`config.mk`:
```
export PLATFORM = sky130hd
export DESIGN_NAME = sub_modular_unit
export DESIGN_NICKNAME = d
export VERILOG_FILES = /design/src/rtl/ecc_pkg.sv /design/src/rtl/ecc_alu.sv /design/src/rtl/sub_modular_unit.sv
export SDC_FILE = /design/constraint.sdc
export NUM_CORES = 1
export LEC_CHECK = 0
export ABC_CLOCK_PERIOD_IN_PS = 5660
export CORE_MARGIN = 2
export CORE_UTILIZATION = 40
export DETAILED_ROUTE_END_ITERATION = 10
export GPL_ROUTABILITY_DRIVEN = 0
export PLACE_DENSITY = 0.61
export SYNTH_ARGS = -nofsm -noshare
export SYNTH_HDL_FRONTEND = slang
export SYNTH_SLANG_ARGS = --single-unit
```
`constraint.sdc`:
```
create_clock -name clk_i -period 5.66 [get_ports clk_i]
set_input_delay 0.849 -clock clk_i [delete_from_list [all_inputs] [get_ports clk_i]]
set_output_delay 0.849 -clock clk_i [all_outputs]
set_load 0.02 [all_outputs]
```
`src/rtl/ecc_pkg.sv`:
```
// Shared ECC accelerator definitions: field width and the state set
// reused by the modular add, subtract and multiply units.
package ecc_pkg;

    localparam int unsigned ECC_WIDTH = 64;

    typedef enum logic [1:0] {
        IDLE,
        DIFF,
        CORR,
        DONE
    } sub_state_e;

endpackage

```
`src/rtl/ecc_alu.sv`:
```
// Combinational (WIDTH+1)-bit add/subtract ALU shared across one unit's
// FSM states: o_sum = i_x + (i_invert_y ? ~i_y : i_y) + i_carry.
module ecc_alu
    import ecc_pkg::*;
#(
    parameter int unsigned WIDTH = ECC_WIDTH
) (
    input  logic [WIDTH:0] i_x,
    input  logic [WIDTH:0] i_y,
    input  logic           i_invert_y,
    input  logic           i_carry,
    output logic [WIDTH:0] o_sum
);

    logic [WIDTH:0] w_y;

    always_comb begin
        w_y   = i_invert_y ? ~i_y : i_y;
        o_sum = i_x + w_y + {{WIDTH{1'b0}}, i_carry};
    end

endmodule

```
`src/rtl/sub_modular_unit.sv`:
```
// Multi-cycle modular subtractor: result_o = (A - B) mod P using one
// shared ALU over IDLE -> DIFF -> CORR -> DONE, all outputs registered.
module sub_modular_unit
    import ecc_pkg::*;
#(
    parameter int unsigned WIDTH = ECC_WIDTH
) (
    input  logic             clk_i,
    input  logic             rst_ni,
    input  logic [WIDTH-1:0] a_i,
    input  logic [WIDTH-1:0] b_i,
    input  logic [WIDTH-1:0] p_i,
    input  logic             sub_start_i,
    output logic             busy_o,
    output logic             finish_o,
    output logic [WIDTH-1:0] result_o,
    output logic             range_err_o
);

    sub_state_e       r_state;
    logic [WIDTH-1:0] r_a;
    logic [WIDTH-1:0] r_b;
    logic [WIDTH-1:0] r_p;
    logic [WIDTH-1:0] r_diff;
    logic             r_borrow;
    logic             r_range_err;

    logic [WIDTH:0]   w_alu_x;
    logic [WIDTH:0]   w_alu_y;
    logic             w_alu_inv;
    logic             w_alu_cin;
    logic [WIDTH:0]   w_alu_sum;
    logic             w_range_err;

    // DIFF forms a + ~b + 1 (borrow lands in the top bit); CORR adds p back.
    always_comb begin
        w_alu_x   = {1'b0, r_a};
        w_alu_y   = {1'b0, r_b};
        w_alu_inv = 1'b1;
        w_alu_cin = 1'b1;
        if (r_state == CORR) begin
            w_alu_x   = {1'b0, r_diff};
            w_alu_y   = {1'b0, r_p};
            w_alu_inv = 1'b0;
            w_alu_cin = 1'b0;
        end
        w_range_err = (r_a >= r_p) | (r_b >= r_p);
    end

    ecc_alu #(.WIDTH(WIDTH)) u_alu (
        .i_x        (w_alu_x),
        .i_y        (w_alu_y),
        .i_invert_y (w_alu_inv),
        .i_carry    (w_alu_cin),
        .o_sum      (w_alu_sum)
    );

    always_ff @(posedge clk_i or negedge rst_ni) begin
        if (!rst_ni) begin
            r_state     <= IDLE;
            r_a         <= '0;
            r_b         <= '0;
            r_p         <= '0;
            r_diff      <= '0;
            r_borrow    <= 1'b0;
            r_range_err <= 1'b0;
            busy_o      <= 1'b0;
            finish_o    <= 1'b0;
            result_o    <= '0;
            range_err_o <= 1'b0;
        end else begin
            finish_o <= 1'b0;
            case (r_state)
                IDLE: begin
                    if (sub_start_i) begin
                        r_a         <= a_i;
                        r_b         <= b_i;
                        r_p         <= p_i;
                        range_err_o <= 1'b0;
                        busy_o      <= 1'b1;
                        r_state     <= DIFF;
                    end
                end
                DIFF: begin
                    r_diff      <= w_alu_sum[WIDTH-1:0];
                    r_borrow    <= w_alu_sum[WIDTH];
                    r_range_err <= w_range_err;
                    r_state     <= CORR;
                end
                CORR: begin
                    result_o <= r_borrow ? w_alu_sum[WIDTH-1:0] : r_diff;
                    busy_o   <= 1'b0;
                    r_state  <= DONE;
                end
                DONE: begin
                    finish_o    <= 1'b1;
                    range_err_o <= r_range_err;
                    r_state     <= IDLE;
                end
                default: r_state <= IDLE;
            endcase
        end
    end

endmodule
```
==> flow_summary.toml, run 1 <==
[status]
status = "completed"

[clocking]
ctsResizeCount = 0
post-cts-setup-buffers = 0
htreeDepth = 2
path_clk_slew_ns = 0.06
root_buffer = "clkbuf_16"
clock-sinks = 327
cts_tree = "built"
max-clock-path-buffers = 3
clk_latency_ns = 0.58
cts_hold_buf = 0
cts-buffers-inserted = 41

[floorplan]
die_h_um = 232
num_rows = 83
core_area_um2 = 51300
die-area_um2 = 53700
io_pins = 262
start_util_pct = 40.4
die_x_um = 232

[critical_path]
start_kind = "flop"
crit_path_end_kind = "flop"
crit_chain = "inv_1 > ha_4 > buf_4 > mux2_2 > ha_1 > a21oi_1 > o21ai_0 > a221o_1 > a21o_1 > a221oi_1 > a2111oi_0 > o21ai_0 > xor2_1 > a21oi_1 > a21o_1"
path_class = "reg2reg"
r2r_start = "r_state[0]$_DFFE_PN0P_"
critical_path_arrival_ns = 5.60
cp_data_required_time_ns = 6.11
crit_slowest_cell = "a221oi_1"
rrSetupSlack_ns = 0.51
cpPeakStageDelay_ns = 0.61
startpoint = "r_state[0]$_DFFE_PN0P_"
crit_path_max_fanout = 45

[detailed_routing]
drt_pass1_iterations = 5
num_vias = 16162
first_iter_violations = 1005
vias_per_cell = 5.48
wire_per_inst_um = 19.8
drc = 0
finalWirelength_um = 58400
ant_nets = 0

[final_layout]
nets = 2630
mostFrequentLayoutCell = "dfrtp_1"
num_antenna_cells = 0
drive_above_1_share_pct = 18.2
area_delta_synth_final_pct = 23.5
mostFrequentLayoutCells = "dfrtp_1, mux2_2, clkdlybuf4s50_1, ha_1, a21oi_1"

[logic_synthesis]
ys_ff_latch = 327
yosysTopAreaCellShare_pct = 39.4
synth_cells = 2003
synth_edf_count = 0
synthArstFlopShare_pct = 100
synth.area.top_cells = "dfrtp_1, mux2_2, ha_1, a21oi_1, mux2i_1"
synth_cell_types = 71
ys_seq_area_share_pct = 39.4
syn_area_um2 = 20800
synth_nets = 2395
avgSynthCellArea_um2 = 10.4
yosysTopAreaCell = "dfrtp_1"
synth_ff_type = "dfrtp_1"
yosys_warnings = 0

[sta]
setup_viol = 0
worstMarginPinSlew_ns = 1.09
maxSlewViolCount = 0
rsz0062_at_grt = "no"
hold_violations = 0
fmax_mhz = 194
fin_crit_ns = 5.15
slew_headroom_pct = 27.4
finalCritPeriodShare_pct = 90.9
tns_ns = 0
finalClockSkew_ns = 0.0310

[global_route]
grt_antenna_before_repair = 0
track_usage_pct = 21.7
grt_overflow = 0
grt_pass1_wl_um = 92500
grt_pass1_vias = 16659
grt_start_max_net_pins = 132

[placed_design]
dp_hpwl_um = 44200
portBuffers = 261

[worst_hold_path]
hold_class = "in2async"

[run]
maxCapViolCount = 0
worst paths after layout:
path                                                 end  cells past startpoint
max in group asynchronous       result_o[52]$_DFFE_PN0N_                      2
worst min-delay path                 r_a[17]$_DFFE_PN0P_                      1
worst max-delay path            result_o[60]$_DFFE_PN0N_                     15
min in group clk_i              result_o[60]$_DFFE_PN0N_                      1
worst min register to register  result_o[60]$_DFFE_PN0N_                      1
worst max register to register  result_o[60]$_DFFE_PN0N_                     15
metal layers:
| layer | GRT usage, % | routed length [um] |
|---|---|---|
| met1 | 29.1 | 26300 |
| met2 | 36.7 | 28000 |
| met3 | 3.06 | 2680 |
| met4 | 6.09 | 1400 |
| met5 | 0 | 0 |
final cells by class:
type | count | area [um^2]
clock buffers | 54 | 1200
clock inverters | 20 | 324
fillers | 4691 | 25700
inverters | 99 | 372
multi-input cells | 1490 | 11900
flip-flops and latches | 327 | 8190
well taps | 680 | 851
repair buffers | 279 | 2800
cells in the mapped netlist, types with 7 or more instances:
master / n
a211oi_1: 12
nor3_1: 15
dfrtp_1: 327
a21o_1: 58
xor2_1: 24
ha_1: 196
o21bai_1: 18
o21a_1: 12
buf_1: 12
nand2_1: 112
nand4_1: 46
xnor2_1: 40
o21ai_0: 121
a31oi_1: 11
inv_1: 97
a21oi_1: 178
clkbuf_1: 71
mux2_2: 303
nand2b_1: 8
o211ai_1: 7
nor2b_1: 18
nor2_1: 128
mux2i_1: 77
nand3_1: 15
state kept, by name, summed over array words and instances (netlist names):
signal       count
r_a             64
r_b             64
r_diff          64
r_p             64
result_o        64
r_state          2
busy_o           1
finish_o         1
r_borrow         1
r_range_err      1
range_err_o      1
logic make-up (layout without fill, tap and decap cells):
| kind of cell | Yosys count | after routing | share of synthesized area [%] |
|---|---|---|---|
| XOR/XNOR | 64 | 64 | 2.70 |
| buffers and inverters | 186 | 452 | 3.43 |
| AO/OA/AOI/OAI | 467 | 467 | 13.7 |
| adder cells (fa/ha/maj) | 197 | 197 | 11.9 |
| multiplexers | 381 | 381 | 20.2 |
| flip-flops | 327 | 327 | 39.4 |
| AND/OR/NAND/NOR | 381 | 381 | 8.56 |
per-stage QoR:
step | util (%) | instances | hold WS [ns] | instance area, um^2 | worst slack, ns
after floorplan | - | 2003 | 0.479 | 20800 | 1.12
after global routing | 49.9 | 2949 | 0.493 | 25600 | 0.116
final | 49.9 | 2949 | 0.432 | 25600 | 0.513
after CTS | 49.9 | 2949 | 0.450 | 25600 | 0.492
after detailed placement | 47.0 | 2875 | 0.480 | 24100 | 0.494
after global placement | 47.0 | 2875 | 0.481 | 24100 | 0.581
worst max-delay path: cells and delay by family (launching register included):
| family | cells | cell delay (ns) |
|---|---|---|
| xor+xnor | 1 | 0.23 |
| compound gates | 9 | 2.40 |
| fa+ha+maj | 2 | 0.86 |
| flops | 1 | 0.43 |
| mux | 1 | 0.40 |
| buf+inv | 2 | 0.70 |
Power of run 1 is not shown: default switching activity piles up to over one toggle a cycle in this logic, so the estimate is an artifact.
==> run 2: changes to the inputs <==
Settings changed: GPL_ROUTABILITY_DRIVEN 0 to unset.
==> flow_summary.toml, run 2 (synthesis gave the netlist of run 1 again) <==
[floorplan]
die_h_um = 232
num_rows = 83
io_pins = 262
core_area_um2 = 51300
die_x_um = 232
die-area_um2 = 53700
start_util_pct = 40.4

[global_route]
track_usage_pct = 21.8
grt_start_max_net_pins = 142
gr-usage-met2_pct = 36.6
grt_pass1_wl_um = 92900
grt_overflow = 0
grt_antenna_before_repair = 1
use_met3_pct = 3.05
grt.met1_usage_pct = 29.5
grt_pass1_vias = 16580
busiest_layer = "met2"

[final_layout]
mostFrequentLayoutCell = "dfrtp_1"
stdcell_area_um2 = 25500
area_delta_synth_final_pct = 22.7
mostFrequentLayoutCells = "dfrtp_1, mux2_2, clkdlybuf4s50_1, ha_1, a21oi_1"
fill_cells = 4645
multi_input_area_um2 = 11900
drive_above_1_share_pct = 18.1
regArea_um2 = 8190
nets = 2628
num_antenna_cells = 0

[clocking]
post-cts-setup-buffers = 0
cts_hold_buf = 0
clk_latency_ns = 0.57
ctsResizeCount = 0
root_buffer = "clkbuf_16"
cts-buffers-inserted = 40
cts_tree = "built"
max-clock-path-buffers = 3
path_clk_slew_ns = 0.06
clock-sinks = 327
htreeDepth = 2

[critical_path]
crit_path_end_kind = "flop"
crit_path_max_fanout = 44
crit_slowest_cell = "ha_4"
critical_path_arrival_ns = 5.63
cp_data_required_time_ns = 6.08
start_kind = "flop"
worst-r2r-cell-count = 15
cpPeakStageDelay_ns = 0.54
path_class = "reg2reg"
crit_chain = "inv_1 > ha_4 > buf_12 > mux2_2 > fa_1 > a21o_1 > a221o_1 > a311oi_1 > nor2_1 > a221oi_1 > nor2_1 > a31oi_1 > o221ai_1 > xnor2_1 > o221ai_1"

[sta]
finalClockSkew_ns = 0.0186
worstMarginPinSlew_ns = 0.898
fmax_mhz = 192
finalCritPeriodShare_pct = 92.1
slew_headroom_pct = 38.6
tns_ns = 0
hold_violations = 0
fin_crit_ns = 5.21
maxSlewViolCount = 0
setup_viol = 0
rsz0062_at_grt = "no"

[placed_design]
dp_hpwl_um = 44900
place.gp.congestion = 0.888
placed_cell_area_um2 = 24100
portBuffers = 261

[detailed_routing]
finalWirelength_um = 58900
drt_pass1_iterations = 7
wire_per_inst_um = 20.0
ant_nets = 0
drc = 0
first_iter_violations = 951
vias_per_cell = 5.48
num_vias = 16133

[worst_hold_path]
hold_class = "in2async"

[run]
maxCapViolCount = 0

[status]
status = "completed"
## run 2: layer usage
layer  routed length (um)  part of all wire, %
met1                27000                   46
met2                27800                   47
met3                 2700                  4.6
met4                 1470                  2.5
met5                    0                    0
## run 2: critical path, delay by kind of cell, from the launching register on
kind | cells | cell delay [ns]
multiplexers | 1 | 0.38
buffers and inverters | 2 | 0.42
XOR/XNOR | 1 | 0.29
flip-flops | 1 | 0.42
AND/OR/NAND/NOR | 2 | 0.37
AO/OA/AOI/OAI | 7 | 2.15
adder cells (fa/ha/maj) | 2 | 1.01
## run 2: area by class of cell
| type | count | area share [%] |
|---|---|---|
| multi-input cells | 1490 | 46.7 |
| repair buffers | 278 | 11.0 |
| clock inverters | 17 | 0.717 |
| flip-flops and latches | 327 | 32.1 |
| clock buffers | 55 | 4.67 |
| well taps | 680 | 3.34 |
| inverters | 99 | 1.46 |
## run 2: worst paths after layout
kind | startpoint | to | slack (ns)
max | r_state[0]$_DFFE_PN0P_ | result_o[58]$_DFFE_PN0N_ | 0.45
min | rst_ni | r_a[17]$_DFFE_PN0P_ | 0.30
max reg2reg | r_state[0]$_DFFE_PN0P_ | result_o[58]$_DFFE_PN0N_ | 0.45
min reg2reg | result_o[54]$_DFFE_PN0N_ | result_o[54]$_DFFE_PN0N_ | 0.50
max in group asynchronous | rst_ni | result_o[42]$_DFFE_PN0N_ | 4.09
min in group clk_i | result_o[54]$_DFFE_PN0N_ | result_o[54]$_DFFE_PN0N_ | 0.50
## run 2: per-stage QoR
| step | hold WS, ns | std cells | worst slack, ns | util (%) |
|---|---|---|---|---|
| after floorplan | 0.479 | 2003 | 1.12 | - |
| after global placement | 0.483 | 2874 | 0.534 | 47.0 |
| after detailed placement | 0.482 | 2874 | 0.581 | 47.0 |
| after CTS | 0.301 | 2946 | 0.520 | 49.6 |
| after global routing | 0.355 | 2946 | 0.105 | 49.6 |
| final | 0.303 | 2946 | 0.449 | 49.6 |
Power of run 2 is left out for the same reason.
==> run 3: changes to the inputs <==
Settings changed: CTS_CLUSTER_SIZE set to 12.
==> results of run 3 <==
The final DEF is identical to that of run 2; final timing and power are the same.
Power of run 3 is left out for the same reason.
